## config.mk

```make
export PLATFORM = sky130hd
export DESIGN_NAME = lock_entry_ctrl_flat
export DESIGN_NICKNAME = d
export VERILOG_FILES = /design/src/rtl/lock_entry_ctrl_if.sv /design/src/rtl/lock_entry_ctrl.sv /design/src/flat_wrapper.sv
export SDC_FILE = /design/constraint.sdc
export NUM_CORES = 1
export LEC_CHECK = 0
export CORE_UTILIZATION = 60
export DETAILED_ROUTE_END_ITERATION = 10
export PLACE_DENSITY = 0.92
export SETUP_SLACK_MARGIN = 0.05
export SYNTH_ARGS = -nofsm -noshare
export SYNTH_HDL_FRONTEND = slang
export SYNTH_SLANG_ARGS = --single-unit
```

## constraint.sdc

```tcl
create_clock -name clk -period 5.7 [get_ports clk]
set_input_delay 1.14 -clock clk [delete_from_list [all_inputs] [get_ports clk]]
set_output_delay 1.14 -clock clk [all_outputs]
set_load 0.03 [all_outputs]
```

## src/rtl/lock_entry_ctrl_if.sv

```systemverilog
// Keypad strobe/code bundle shared by the keypad decoder (master) and the lock controller (slave).
interface lock_entry_ctrl_if;
  logic       key_valid;
  logic [3:0] key_code;

  modport master (output key_valid, output key_code);
  modport slave  (input  key_valid, input  key_code);
endinterface

```

## src/rtl/lock_entry_ctrl.sv

```systemverilog
// Six-digit lock sequencer: captures keypad digits, checks them against the stored
// password and runs the open / fail / lockout / change-password state machine.
module lock_entry_ctrl #(
  parameter logic [23:0] DEFAULT_PW     = 24'h123456,
  parameter int unsigned MAX_TRIES      = 3,
  parameter int unsigned UNLOCK_CYCLES  = 500,
  parameter int unsigned LOCKOUT_CYCLES = 1000
) (
  input  logic                clk,
  input  logic                reset_switch_n,
  lock_entry_ctrl_if.slave    keys,
  output logic [3:0]          out1,
  output logic [3:0]          out2,
  output logic [3:0]          out3,
  output logic [3:0]          out4,
  output logic [3:0]          out5,
  output logic [3:0]          out6,
  output logic [2:0]          digit_cnt,
  output logic                unlocked,
  output logic                alarm,
  output logic [2:0]          fail_cnt
);

  localparam int unsigned TMAX = (UNLOCK_CYCLES > LOCKOUT_CYCLES) ? UNLOCK_CYCLES : LOCKOUT_CYCLES;
  localparam int unsigned TW   = $clog2(TMAX + 1);
  localparam logic [TW-1:0] T_OPEN = TW'(UNLOCK_CYCLES - 1);
  localparam logic [TW-1:0] T_LOCK = TW'(LOCKOUT_CYCLES - 1);
  localparam logic [2:0]    TRIES  = 3'(MAX_TRIES);

  typedef enum logic [2:0] {ENTRY, CHECK, OPEN, SETPW, LOCKOUT} state_t;

  state_t            state, state_next;
  logic [0:5][3:0]   digits;   // digits[0] is the first key typed, lands in the MSB nibble
  logic [23:0]       pw;
  logic [TW-1:0]     timer;
  logic              is_digit, is_enter, is_clear, is_change;
  logic              full, match, timer_zero;
  logic [2:0]        fail_inc;

  assign is_digit   = keys.key_valid && (keys.key_code <= 4'd9);
  assign is_enter   = keys.key_valid && (keys.key_code == 4'hA);
  assign is_clear   = keys.key_valid && (keys.key_code == 4'hB);
  assign is_change  = keys.key_valid && (keys.key_code == 4'hC);
  assign full       = (digit_cnt == 3'd6);
  assign match      = (digits == pw);
  assign timer_zero = (timer == '0);
  assign fail_inc   = (fail_cnt == TRIES) ? fail_cnt : fail_cnt + 3'd1;

  assign {out1, out2, out3, out4, out5, out6} = digits;

  always_ff @(posedge clk or negedge reset_switch_n) begin
    if (!reset_switch_n) state <= ENTRY;
    else                 state <= state_next;
  end

  always_comb begin
    state_next = state;
    case (state)
      ENTRY:   if (is_enter && full) state_next = CHECK;
      CHECK: begin
        if (match)                  state_next = OPEN;
        else if (fail_inc == TRIES) state_next = LOCKOUT;
        else                        state_next = ENTRY;
      end
      // A key pressed in the final OPEN cycle takes priority over the timeout.
      OPEN: begin
        if (is_enter)        state_next = ENTRY;
        else if (is_change)  state_next = SETPW;
        else if (timer_zero) state_next = ENTRY;
      end
      SETPW:   if (is_enter && full) state_next = ENTRY;
      LOCKOUT: if (timer_zero) state_next = ENTRY;
      default: state_next = ENTRY;
    endcase
  end

  always_comb begin
    unlocked = (state == OPEN) || (state == SETPW);
    alarm    = (state == LOCKOUT);
  end

  always_ff @(posedge clk or negedge reset_switch_n) begin
    if (!reset_switch_n) begin
      digits    <= '0;
      digit_cnt <= '0;
      fail_cnt  <= '0;
      timer     <= '0;
      pw        <= DEFAULT_PW;
    end else begin
      case (state)
        ENTRY, SETPW: begin
          if (is_clear) begin
            digits    <= '0;
            digit_cnt <= '0;
          end else if (is_digit && !full) begin
            digits[digit_cnt] <= keys.key_code;
            digit_cnt         <= digit_cnt + 3'd1;
          end else if (state == SETPW && is_enter && full) begin
            pw        <= digits;
            digits    <= '0;
            digit_cnt <= '0;
          end
        end
        CHECK: begin
          digits    <= '0;
          digit_cnt <= '0;
          if (match) begin
            fail_cnt <= '0;
            timer    <= T_OPEN;
          end else begin
            fail_cnt <= fail_inc;
            if (fail_inc == TRIES) timer <= T_LOCK;
          end
        end
        OPEN:    if (!timer_zero) timer <= timer - TW'(1);
        LOCKOUT: begin
          if (timer_zero) fail_cnt <= '0;
          else            timer    <= timer - TW'(1);
        end
        default: ;
      endcase
    end
  end

endmodule

```

## src/flat_wrapper.sv

```systemverilog
// flat-port wrapper written by rule: the top's interface ports become plain ports
module lock_entry_ctrl_flat 
#(
  parameter logic [23:0] DEFAULT_PW     = 24'h123456,
  parameter int unsigned MAX_TRIES      = 3,
  parameter int unsigned UNLOCK_CYCLES  = 500,
  parameter int unsigned LOCKOUT_CYCLES = 1000
)
  (clk, reset_switch_n, out1, out2, out3, out4, out5, out6, digit_cnt, unlocked, alarm, fail_cnt, keys_key_valid, keys_key_code);
  lock_entry_ctrl_if keys_i ();
  input  logic clk;
  input  logic reset_switch_n;
  output logic [3:0] out1;
  output logic [3:0] out2;
  output logic [3:0] out3;
  output logic [3:0] out4;
  output logic [3:0] out5;
  output logic [3:0] out6;
  output logic [2:0] digit_cnt;
  output logic unlocked;
  output logic alarm;
  output logic [2:0] fail_cnt;
  input wire logic [$bits(keys_i.key_valid)-1:0] keys_key_valid;
  input wire logic [$bits(keys_i.key_code)-1:0] keys_key_code;
  assign keys_i.key_valid = keys_key_valid;
  assign keys_i.key_code = keys_key_code;
  lock_entry_ctrl #(.DEFAULT_PW(DEFAULT_PW), .MAX_TRIES(MAX_TRIES), .UNLOCK_CYCLES(UNLOCK_CYCLES), .LOCKOUT_CYCLES(LOCKOUT_CYCLES)) u_core (.clk(clk), .reset_switch_n(reset_switch_n), .keys(keys_i), .out1(out1), .out2(out2), .out3(out3), .out4(out4), .out5(out5), .out6(out6), .digit_cnt(digit_cnt), .unlocked(unlocked), .alarm(alarm), .fail_cnt(fail_cnt));
endmodule
```

=== Word level (Yosys, flattened, before mapping) ===
Index checks and enable logic that the tools add are counted.

* Equality and inequality tests: 17
* Shift operators: 0
* Bitwise gates (word level): 3
* Order comparisons: 3
* Mux-type cells: 27
* Reductions and logical operators: 23
* $mul: 0
* Div/mod/pow operators: 0
* Add/sub/neg operators: 3

{| class="wikitable"
|+ Operators by type and width
! cell !! count
|-
| 24-bit 2-to-1 mux || 3
|-
| 24-bit one-hot mux with 2 select lines || 1
|-
| 3-bit 2-to-1 mux || 13
|-
| 10-bit 2-to-1 mux || 3
|-
| 24-bit bitwise mux || 1
|-
| 24-bit == test || 1
|-
| 10-bit one-hot mux with 2 select lines || 1
|-
| 3-bit one-hot mux with 5 select lines || 1
|-
| 4-bit demux with 3-bit select || 1
|-
| 3-bit by 2-bit == test with 1-bit output, second input constant || 4
|-
| 4-bit == test, second input constant || 3
|-
| 3-bit one-hot mux with 2 select lines || 2
|-
| 10-bit zero test || 1
|-
| 10-bit by 1-bit subtractor with 10-bit output, second input constant || 1
|-
| 1-bit logical AND || 9
|-
| 3-bit by 1-bit adder with 3-bit output, second input constant || 2
|-
| 3-bit == test, second input constant || 2
|-
| 2-bit by 1-bit inequality test with 1-bit output, second input constant || 3
|-
| 2-bit AND reduction || 3
|-
| 2-bit nonzero test || 3
|-
| 4-bit >= comparator, second input constant || 1
|-
| 4-bit less-or-equal comparator, second input constant || 1
|-
| 4-bit by 1-bit < comparator with 1-bit output, second input constant || 1
|-
| 4-bit 2-to-1 mux || 1
|-
| other kinds (12) || 14
|}

* Latch bits: 0
* Output and inout bits: 32
* ROM bits: 0
* Input bits: 7
* Bits in registers: 67
* Logic and storage cells: 87
* RAM bits: 0
* Memories: 0

=== Depth between registers and ports, before layout ===
Gate-level depths: netlist of the first run.

* Depth in word-level cells: 9
* Mapped depth: 7
* Gate-level depth less buffers: 7

=== Worst setup path after synthesis of the first run ===
No wires, ideal clock.

* Path type: input to register
* Start point: input port keys_key_code[2]
* End point: register u_core.digit_cnt[1]
* Data arrival time: 2.492 ns
* Setup slack: 3.083 ns
* Setup time: 0.125 ns
* Stages: 5
* Path buffers: 0
* Path through: nand4b_1 -> o221a_2 -> nor2_1 -> o21a_2 -> mux2_2

* Word-level cells in the longest chain between the ends: 6

{| class="wikitable"
|+ Ends and longest elaborated chain
! item !! line !! RTL
|-
| start: declaration || flat_wrapper.sv:24 || <nowiki>input wire logic [$bits(keys_i.key_code)-1:0] keys_key_code;</nowiki>
|-
| 4-bit less-or-equal comparator / 4-bit == test (equally long branches) || lock_entry_ctrl.sv:40, lock_entry_ctrl.sv:41 ||
|-
| 1-bit logical AND (on tied branches) || lock_entry_ctrl.sv:40, lock_entry_ctrl.sv:41 ||
|-
| 1-bit logical AND (on tied branches) || lock_entry_ctrl.sv:95, lock_entry_ctrl.sv:98 ||
|-
| 3-bit 2-to-1 mux / 1-bit logical AND (equally long branches) || lock_entry_ctrl.sv:95, lock_entry_ctrl.sv:98 ||
|-
| 3-bit 2-to-1 mux / 4-bit by 1-bit inequality test with 1-bit output (equally long branches) || -- ||
|-
| 3-bit one-hot mux with 2 select lines / 2-bit AND reduction (equally long branches) || -- ||
|-
| end signal: assignment || lock_entry_ctrl.sv:97 || <nowiki>digit_cnt <= digit_cnt + 3'd1;</nowiki>
|-
| end: declaration || lock_entry_ctrl.sv:18 || <nowiki>output logic [2:0] digit_cnt,</nowiki>
|}

Several ways; a longest one is shown, not always the timed one.
A chain may end at the register's enable or synchronous reset.

=== Worst setup path after layout of the first run ===
* Start point: register u_core.state[1]
* End point: output port unlocked

* Word-level cells in the longest chain between the ends: 2

{| class="wikitable"
|+ Ends and longest elaborated chain
! item !! line !! RTL
|-
| start: declaration || lock_entry_ctrl.sv:32 || <nowiki>state_t state, state_next;</nowiki>
|-
| start signal: assignment || lock_entry_ctrl.sv:53 || <nowiki>else state <= state_next;</nowiki>
|-
| 3-bit by 2-bit == test with 1-bit output || lock_entry_ctrl.sv:78 || <nowiki>unlocked = (state == OPEN) || (state == SETPW);</nowiki>
|-
| 1-bit logical OR (*) || lock_entry_ctrl.sv:78 ||
|-
| end: declaration || flat_wrapper.sv:20 || <nowiki>output logic unlocked;</nowiki>
|}

Every way passes the cells marked *; elsewhere a longest branch is shown, timed or not.

==> results of run 1 <==
-- registers in the layout (all words and copies together) (netlist names) --
signal,flops
u_core.out6,4
u_core.digit_cnt,3
u_core.out2,4
u_core.out4,4
u_core.state,3
u_core.pw,24
u_core.out1,4
u_core.timer,10
u_core.out3,4
u_core.out5,4
u_core.fail_cnt,3
-- synth_stat cells, types with 6 or more instances --
| cell type | count |
|---|---|
| dfrtp_1 | 58 |
| dfstp_2 | 9 |
| inv_1 | 9 |
| mux2_2 | 25 |
| nand2_1 | 27 |
| nand3_1 | 6 |
| nor2_1 | 12 |
| nor3_1 | 8 |
| nor4_1 | 6 |
| o211ai_1 | 12 |
| o2bb2ai_1 | 20 |
| xor2_1 | 26 |
-- worst max path at each step --
stage	cells after the start	slack, ps	startpoint	endpoint
final	3	2290	u_core.state[1]	unlocked
after global routing	3	2190	u_core.state[1]	unlocked
after CTS	3	2310	u_core.state[1]	unlocked
after detailed placement	5	2240	keys_key_code[2]	u_core.pw[8]
after global placement	5	2360	keys_key_code[2]	u_core.pw[16]
after floorplan	5	3080	keys_key_code[2]	u_core.digit_cnt[1]
-- layer usage --
layer | part of all wire | vias up | wire (um)
met2 | 0.50 | 108 | 3970
met5 | 0 | - | 0
met1 | 0.42 | 1323 | 3300
met3 | 0.057 | 17 | 449
met4 | 0.023 | 0 | 184
li1 | - | 1223 | -
-- worst max-delay path, stage by stage (launching register included) --
cell and delay (ps):
dfrtp_1 540, clkinv_1 340, nor2_1 320, clkdlybuf4s50_1 720
-- power by group --
group	internal, mW	switching, mW	total [mW]
Sequential	0.508	0.0490	0.557
Combinational	0.125	0.195	0.320
Clock	0.270	0.181	0.450
-- area by class of cell --
cell class	count	area share
flip-flops and latches	67	0.412
multi-input cells	216	0.408
repair buffers	39	0.0935
clock buffers	12	0.0379
well taps	72	0.0220
clock inverters	4	0.0177
inverters	10	0.00916
-- cell families after synthesis --
logic type      count (synthesis)  share of synthesized area
flops                          67                      0.491
compound gates                 74                      0.178
mux                            26                     0.0863
buf+inv                        18                     0.0226
fa+ha+maj                       4                     0.0146
simple gates                   85                      0.138
xor+xnor                       27                     0.0688
-- per-stage QoR --
| step | setup WS (ps) | cells |
|---|---|---|
| floorplan | 3080 | 301 |
| global placement | 2360 | 404 |
| detailed placement | 2240 | 404 |
| CTS | 2310 | 420 |
| global route | 2190 | 420 |
| finish | 2290 | 420 |
==> results.py, run 1 <==
metrics = {
    "cts": {
        "tritoncts": "done",
        "cts_made_buffers": 9,
        "htree_levels": 3,
        "post_cts.repair.setup_buffers": 0,
        "clk_pin_slew_ps": 70,
        "cts_root_buf": "clkbuf_8",
        "clock_path_buffers": 2,
        "cts.sinks": 67,
        "clock_latency_ps": 340,
        "hold_buffers": 0,
        "cts_resized": 0,
    },
    "sta": {
        "max_freq_mhz": 294,
        "worst_pin_slew_ps": 837,
        "fin_crit_sh": 0.598,
        "rsz0062_at_grt": "false",
        "setup_violations": 0,
        "finalHoldWorstSlack_ps": 531,
        "slew_headroom": 0.442,
        "final.setup_skew_ps": 5.68,
        "fin_crit_ps": 3410,
        "setup-tns-final_ps": 0,
        "hold_violations": 0,
        "drv_slew": 0,
    },
    "final_layout": {
        "mostFrequentLayoutCells": "dfrtp_1 (58), clkdlybuf4s50_1 (37), nand2_1 (27)",
        "stdcell_area_mm2": 0.00410,
        "regArea_mm2": 0.00169,
        "antenna_cells": 0,
        "nets": 354,
        "multi_input_area_mm2": 0.00167,
        "area_growth_syn_to_layout_pct": 19.2,
        "final_common_cell": "dfrtp_1",
        "fill_cells": 372,
        "final_util": 0.744,
        "drive_above_1_share": 0.195,
    },
    "floorplan": {
        "coreArea_mm2": 0.00551,
        "io_pins": 39,
        "fp-row-count": 27,
        "die_w_um": 77.7,
        "start_util": 0.624,
        "die_h_um": 77.7,
        "die-area_mm2": 0.00603,
    },
    "global_routing": {
        "grtUsageMet3": 0.0576,
        "grtUsageTotal": 0.290,
        "grt_pass1_vias": 2659,
        "use_met1": 0.372,
        "busiest_layer": "met2",
        "grt-ovfl-total": 0,
        "met2_usage": 0.481,
        "antenna_found_initial": 0,
        "grt_first_pass_wirelength_um": 13300,
        "grt_max_degree": 68,
    },
    "detailed_routing": {
        "drtAntennaViolNets": 0,
        "drc": 0,
        "drt_wl_total_um": 7900,
        "firstDrtPassIters": 5,
        "via_per_inst": 6.36,
        "num_vias": 2671,
        "first_iter_violations": 168,
        "wl_per_cell_um": 18.8,
    },
    "synthesis": {
        "synth_top_cell_area_share": 0.422,
        "yosys.area.top_type": "dfrtp_1",
        "synth_edf_count": 0,
        "synth-async-reset-ratio": 1.00,
        "synth_area_leaders": "dfrtp_1 (42%), mux2_2 (8.2%), dfstp_2 (6.9%), xor2_1 (6.6%), o2bb2ai_1 (5.1%)",
        "synth_top_flop_cell": "dfrtp_1",
        "synth-seq-cells": 67,
        "avgSynthCellArea_um2": 11.4,
        "yosys_warnings": 0,
        "synth_cell_types": 58,
        "synth_cells": 301,
        "synth_nets": 312,
        "yosysSeqAreaShare": 0.491,
        "syn-cell-area_mm2": 0.00344,
    },
    "critical_path": {
        "critical_path_required_ps": 4560,
        "timing.rr.start": "u_core.out2[0]",
        "endpoint_kind": "output pin",
        "reg2regPathDepth": 5,
        "r2r_end": "u_core.timer[1]",
        "critPathLaunchType": "register",
        "cp_max_fo": 10,
        "arrival_ps": 2270,
        "r2r_setup_slack_ps": 3290,
        "path_class": "reg2out",
    },
    "worst_hold_path": {
        "hold_end": "u_core.pw[23]",
        "hold_class": "reg2reg",
        "holdCritStartpoint": "u_core.pw[23]",
        "hold_path_depth": 1,
    },
    "run": {
        "drv_cap": 0,
    },
    "pwr": {
        "p_leak_nw": 1.90,
        "p_per_area_mw_per_mm2": 324,
        "ir_drop_mv": 0.211,
        "fin_total_pwr_mw": 1.33,
    },
    "placement": {
        "numPortBuffers": 38,
        "routabilityCongestion": 0.912,
        "dpl.hpwl_um": 5350,
        "dpl_cell_area_mm2": 0.00387,
    },
    "status": {
        "status": "finished, final reports clean",
    },
}
Note: power is estimated with default switching activity, not from simulation.
==> inputs of run 2 (changes only) <==
Settings changed: CORE_UTILIZATION 60 to 56, PLACE_DENSITY 0.92 to 0.88.
Clock period 5.7 ns to 3.52 ns, I/O delays scaled along.
==> run 2 against run 1 <==
Effect of this change:
- sequential cell count unchanged
- sequential share of layout area decreased by 0.10 points
- final cell count increased by 0.95%
- hold slack improved by 1.9 ps
- via count decreased by 0.60%
- core utilization decreased by 5.0 points
- critical endpoint unchanged
- largest power group unchanged
==> results.py, run 2 (same netlist as run 1, synthesis figures left out) <==
metrics = {
    "final_layout": {
        "top_regs": "u_core.pw: 24 flops, u_core.timer: 10 flops",
        "area_growth_syn_to_layout_pct": 19.5,
        "mostFrequentLayoutCells": "dfrtp_1 (58), clkdlybuf4s50_1 (37), nand2_1 (27)",
        "drive_above_1_share": 0.201,
        "largest_reg_flops": 24,
        "fill_cells": 424,
        "antenna_cells": 0,
        "final_common_cell": "dfrtp_1",
        "regMostFlops": "u_core.pw",
        "multi_input_area_mm2": 0.00167,
        "nets": 355,
        "regArea_mm2": 0.00169,
    },
    "detailed_routing": {
        "drc": 0,
        "wl_per_cell_um": 18.3,
        "via_per_inst": 6.26,
        "num_vias": 2655,
        "drt_wl_total_um": 7760,
        "first_iter_violations": 168,
        "drtAntennaViolNets": 0,
        "firstDrtPassIters": 5,
    },
    "pwr": {
        "pwr-share-clk": 0.339,
        "p_leak_nw": 1.90,
        "combPwrFrac": 0.241,
        "internal_power_mw": 1.44,
        "ir_drop_mv": 0.408,
        "p_sw_mw": 0.705,
        "p_per_area_mw_per_mm2": 523,
        "seq_power_share": 0.420,
        "swShare": 0.328,
    },
    "sta": {
        "rsz0062_at_grt": "false",
        "fin_crit_ps": 2910,
        "worst_pin_slew_ps": 1050,
        "setup_violations": 0,
        "finalHoldWorstSlack_ps": 533,
        "drv_slew": 0,
        "setup-tns-final_ps": 0,
        "slew_headroom": 0.300,
        "fin_crit_sh": 0.826,
        "max_freq_mhz": 344,
        "final.setup_skew_ps": 8.35,
        "hold_violations": 0,
    },
    "global_routing": {
        "grt_max_degree": 50,
        "grtUsageTotal": 0.266,
        "grt_first_pass_wirelength_um": 12600,
        "antenna_found_initial": 0,
        "grt-ovfl-total": 0,
        "grt_pass1_vias": 2578,
    },
    "cts": {
        "cts.sinks": 67,
        "post_cts.repair.setup_buffers": 0,
        "clock_latency_ps": 350,
        "cts_root_buf": "clkbuf_8",
        "tritoncts": "done",
        "cts_resized": 0,
        "hold_buffers": 0,
        "cts_made_buffers": 9,
        "htree_levels": 3,
        "clock_path_buffers": 2,
        "clk_pin_slew_ps": 80,
    },
    "critical_path": {
        "arrival_ps": 2200,
        "cp_slowest_cell": "clkdlybuf4s50_1",
        "reg2regPathDepth": 7,
        "cpPeakStageDelay_ps": 710,
        "path_class": "reg2out",
        "crit_buf_inv": 2,
        "cp_max_fo": 10,
        "critPathLaunchType": "register",
        "worst-path-stages": 3,
        "endpoint_kind": "output pin",
        "critPathTopFamily": "buffers and inverters",
        "path_cells": "clkinv_1 > nor2_1 > clkdlybuf4s50_1",
        "critical_path_required_ps": 2820,
        "r2r_setup_slack_ps": 1080,
    },
    "status": {
        "status": "finished, final reports clean",
    },
    "floorplan": {
        "coreArea_mm2": 0.00592,
        "die_h_um": 80.3,
        "fp-row-count": 28,
        "die-area_mm2": 0.00645,
        "die_w_um": 80.3,
        "start_util": 0.580,
        "io_pins": 39,
    },
    "run": {
        "drv_cap": 0,
    },
    "placement": {
        "routabilityCongestion": 0.895,
        "dpl.hpwl_um": 5310,
        "numPortBuffers": 38,
    },
    "worst_hold_path": {
        "hold_class": "reg2reg",
        "hold_path_depth": 1,
    },
}
## run 2: cell types whose count changed in the layout (fill, tap and decap cells not counted), sizes merged
cell	change
clkbuf	-2
buf	+1
clkinvlp	+1
clkinv	+1
## run 2: final timing paths
check	start	to
setup / recovery	u_core.state[1]	unlocked
hold / removal	u_core.pw[23]	u_core.pw[23]
setup reg to reg	u_core.digit_cnt[0]	u_core.digit_cnt[1]
hold reg to reg	u_core.pw[23]	u_core.pw[23]
max in group asynchronous	reset_switch_n	u_core.pw[4]
min in group asynchronous	reset_switch_n	u_core.fail_cnt[1]
## run 2: final cells by class
class | count | area share
multi-input combinational | 216 | 0.407
inverter | 10 | 0.00914
clock inverter | 6 | 0.0216
clock buffer | 10 | 0.0335
timing repair buffer | 40 | 0.0951
sequential | 67 | 0.411
tap | 75 | 0.0229
## run 2: power by group through the flow
stage	Sequential (mW)	Clock, mW	Combinational, mW
floorplan	0.996	0	0.228
global placement	0.911	0	0.505
detailed placement	0.912	0	0.515
CTS	0.901	0.736	0.520
global route	0.911	0.771	0.562
finish	0.902	0.727	0.519
## run 2: metrics by stage
stage / cell area [um^2] / power, mW / instances / utilization / worst slack, ps
2_1_floorplan: 3440 / 1.22 / 301 / - / 1180
3_3_place_gp: 3880 / 1.42 / 408 / 0.655 / 641
3_5_place_dp: 3880 / 1.43 / 408 / 0.655 / 546
4_1_cts: 4110 / 2.16 / 424 / 0.694 / 614
5_1_grt: 4110 / 2.24 / 424 / 0.694 / 514
6_report: 4110 / 2.15 / 424 / 0.694 / 611
## run 2: worst reg2reg max path, cell delays in order (launching register included)
cell and delay, ps:
dfrtp_1 450, inv_1 150, ha_1 250, a21bo_2 250
o221a_2 260, nor2_1 330, o21a_2 290, mux2_2 350
## run 2: layer usage
metal / vias up / part of all wire / wire length, um / global-route usage
met3: 16 / 0.059 / 461 / 0.0602
met4: 0 / 0.020 / 156 / 0.127
met2: 107 / 0.49 / 3800 / 0.429
li1: 1224 / - / - / -
met5: - / 0 / 0 / 0
met1: 1308 / 0.43 / 3350 / 0.338
==> inputs of run 3 (changes only) <==
Clock period 3.52 ns to 2.7 ns, I/O delays scaled along.
==> run 3 against run 2 <==
Effect of this change:
- hold slack worse by 390 ps
- worst setup slack lost 380 ps
- design area is 1.2% higher
- sequential power up 31%
- routed wire length increased by 4.7%
- sequential cell count is the same
- critical endpoint unchanged
- largest power group unchanged
==> results.py, run 3 (same netlist as run 1, synthesis figures left out) <==
metrics = {
    "final_layout": {
        "regArea_mm2": 0.00169,
        "nets": 363,
        "top_regs": "u_core.pw: 24 flops, u_core.timer: 10 flops",
        "regMostFlops": "u_core.pw",
        "multi_input_area_mm2": 0.00167,
        "drive_above_1_share": 0.218,
        "mostFrequentLayoutCells": "dfrtp_1 (58), clkdlybuf4s50_1 (37), nand2_1 (27)",
        "layoutNonFillerInstCount": 432,
        "area_growth_syn_to_layout_pct": 20.9,
        "final_common_cell": "dfrtp_1",
        "largest_reg_flops": 24,
        "fill_cells": 425,
        "antenna_cells": 0,
    },
    "critical_path": {
        "path_class": "reg2out",
        "endpoint_kind": "output pin",
        "critPathLaunchType": "register",
        "reg2regPathDepth": 7,
        "endpoint": "unlocked",
        "cp_slowest_cell": "clkdlybuf4s50_1",
        "timing.rr.start": "u_core.digit_cnt[0]",
        "cp_max_fo": 8,
        "crit_start": "u_core.state[1]",
        "cpPeakStageDelay_ps": 720,
        "path_cells": "clkinv_1 > nor2_1 > clkdlybuf4s50_1",
        "critical_path_required_ps": 2160,
        "arrival_ps": 1930,
        "r2r_end": "u_core.out1[3]",
        "r2r_setup_slack_ps": 270,
    },
    "floorplan": {
        "die_w_um": 80.3,
        "start_util": 0.580,
        "die_h_um": 80.3,
        "coreArea_mm2": 0.00592,
        "io_pins": 39,
        "die-area_mm2": 0.00645,
        "fp-row-count": 28,
    },
    "sta": {
        "setup_violations": 0,
        "slew_headroom": 0.616,
        "max_freq_mhz": 405,
        "worst_pin_slew_ps": 573,
        "final.setup_skew_ps": 10.7,
        "hold_violations": 0,
        "fin_crit_ps": 2470,
        "rsz0062_at_grt": "false",
        "fin_ws_ps": 229,
        "drv_slew": 0,
        "fin_crit_sh": 0.915,
        "setup-tns-final_ps": 0,
    },
    "placement": {
        "dp_cells": 416,
        "routabilityCongestion": 0.912,
        "dp_slack_ps": 177,
        "dpl.hpwl_um": 5690,
        "numPortBuffers": 38,
    },
    "global_routing": {
        "grtUsageTotal": 0.281,
        "grt_max_degree": 28,
        "antenna_found_initial": 0,
        "grt_first_pass_wirelength_um": 13500,
        "grt_pass1_vias": 2726,
        "grt-ovfl-total": 0,
    },
    "cts": {
        "hold_buffers": 0,
        "clock_path_buffers": 2,
        "post_cts.repair.setup_buffers": 0,
        "htree_levels": 3,
        "cts_made_buffers": 9,
        "tritoncts": "done",
        "cts.sinks": 67,
        "clk_pin_slew_ps": 80,
        "clock_latency_ps": 340,
        "cts_root_buf": "clkbuf_8",
        "cts_resized": 0,
    },
    "detailed_routing": {
        "drtAntennaViolNets": 0,
        "first_iter_violations": 139,
        "num_vias": 2651,
        "firstDrtPassIters": 4,
        "wl_per_cell_um": 18.8,
        "drt_wl_total_um": 8130,
        "via_per_inst": 6.14,
        "drc": 0,
    },
    "pwr": {
        "p_per_area_mw_per_mm2": 674,
        "ir_drop_mv": 0.592,
        "p_leak_nw": 1.94,
    },
    "status": {
        "status": "finished, final reports clean",
    },
    "worst_hold_path": {
        "hold_class": "in2async",
    },
    "run": {
        "drv_cap": 0,
    },
}
[run 3: cell types whose count changed in the layout (fill, tap and decap cells not counted), sizes merged]
cell	previous run	this run
clkbuf	10	9
clkinv	3	4
buf	3	11
inv	9	10
clkinvlp	2	1
[run 3: how the worst min path moves through the flow]
| stage | end | cells after the start |
|---|---|---|
| final | u_core.out2[3] | 1 |
| after global routing | u_core.out2[3] | 1 |
| after CTS | u_core.out2[3] | 1 |
| after floorplan | u_core.digit_cnt[0] | 0 |
| after detailed placement | u_core.pw[21] | 1 |
| after global placement | u_core.pw[3] | 1 |
[run 3: critical path: cells and delay by family, from the launching register on]
family / cells / cell delay, ps
buffers and inverters: 2 / 850
AND/OR/NAND/NOR: 1 / 240
flip-flops: 1 / 510
[run 3: layout make-up]
type                    instances  share of cell area
flip-flops and latches         67               0.406
multi-input cells             216               0.402
repair buffers                 48               0.108
clock buffers                   9              0.0298
well taps                      75              0.0226
clock inverters                 7              0.0220
inverters                      10             0.00903
[run 3: metal layers]
layer / wire, um / up-vias / global-route usage / part of all wire
li1: - / 1235 / - / -
met1: 3480 / 1306 / 0.342 / 0.43
met2: 4050 / 91 / 0.474 / 0.50
met3: 413 / 19 / 0.0693 / 0.051
met4: 190 / 0 / 0.120 / 0.023
met5: 0 / - / 0 / 0
[run 3: where the power goes]
| group | switching (mW) | internal, mW |
|---|---|---|
| Combinational | 0.421 | 0.279 |
| Clock | 0.396 | 0.518 |
| Sequential | 0.112 | 1.07 |
| Total | 0.930 | 1.87 |
[run 3: metrics by stage]
stage          power, mW  hold WS [ps]   util  cell area, um^2
3_3_place_gp        1.87           508  0.665             3940
6_report            2.80           143  0.702             4160
5_1_grt             2.93           164  0.702             4160
2_1_floorplan       1.60           244      -             3440
4_1_cts             2.81           145  0.702             4160
3_5_place_dp        1.89           514  0.665             3940
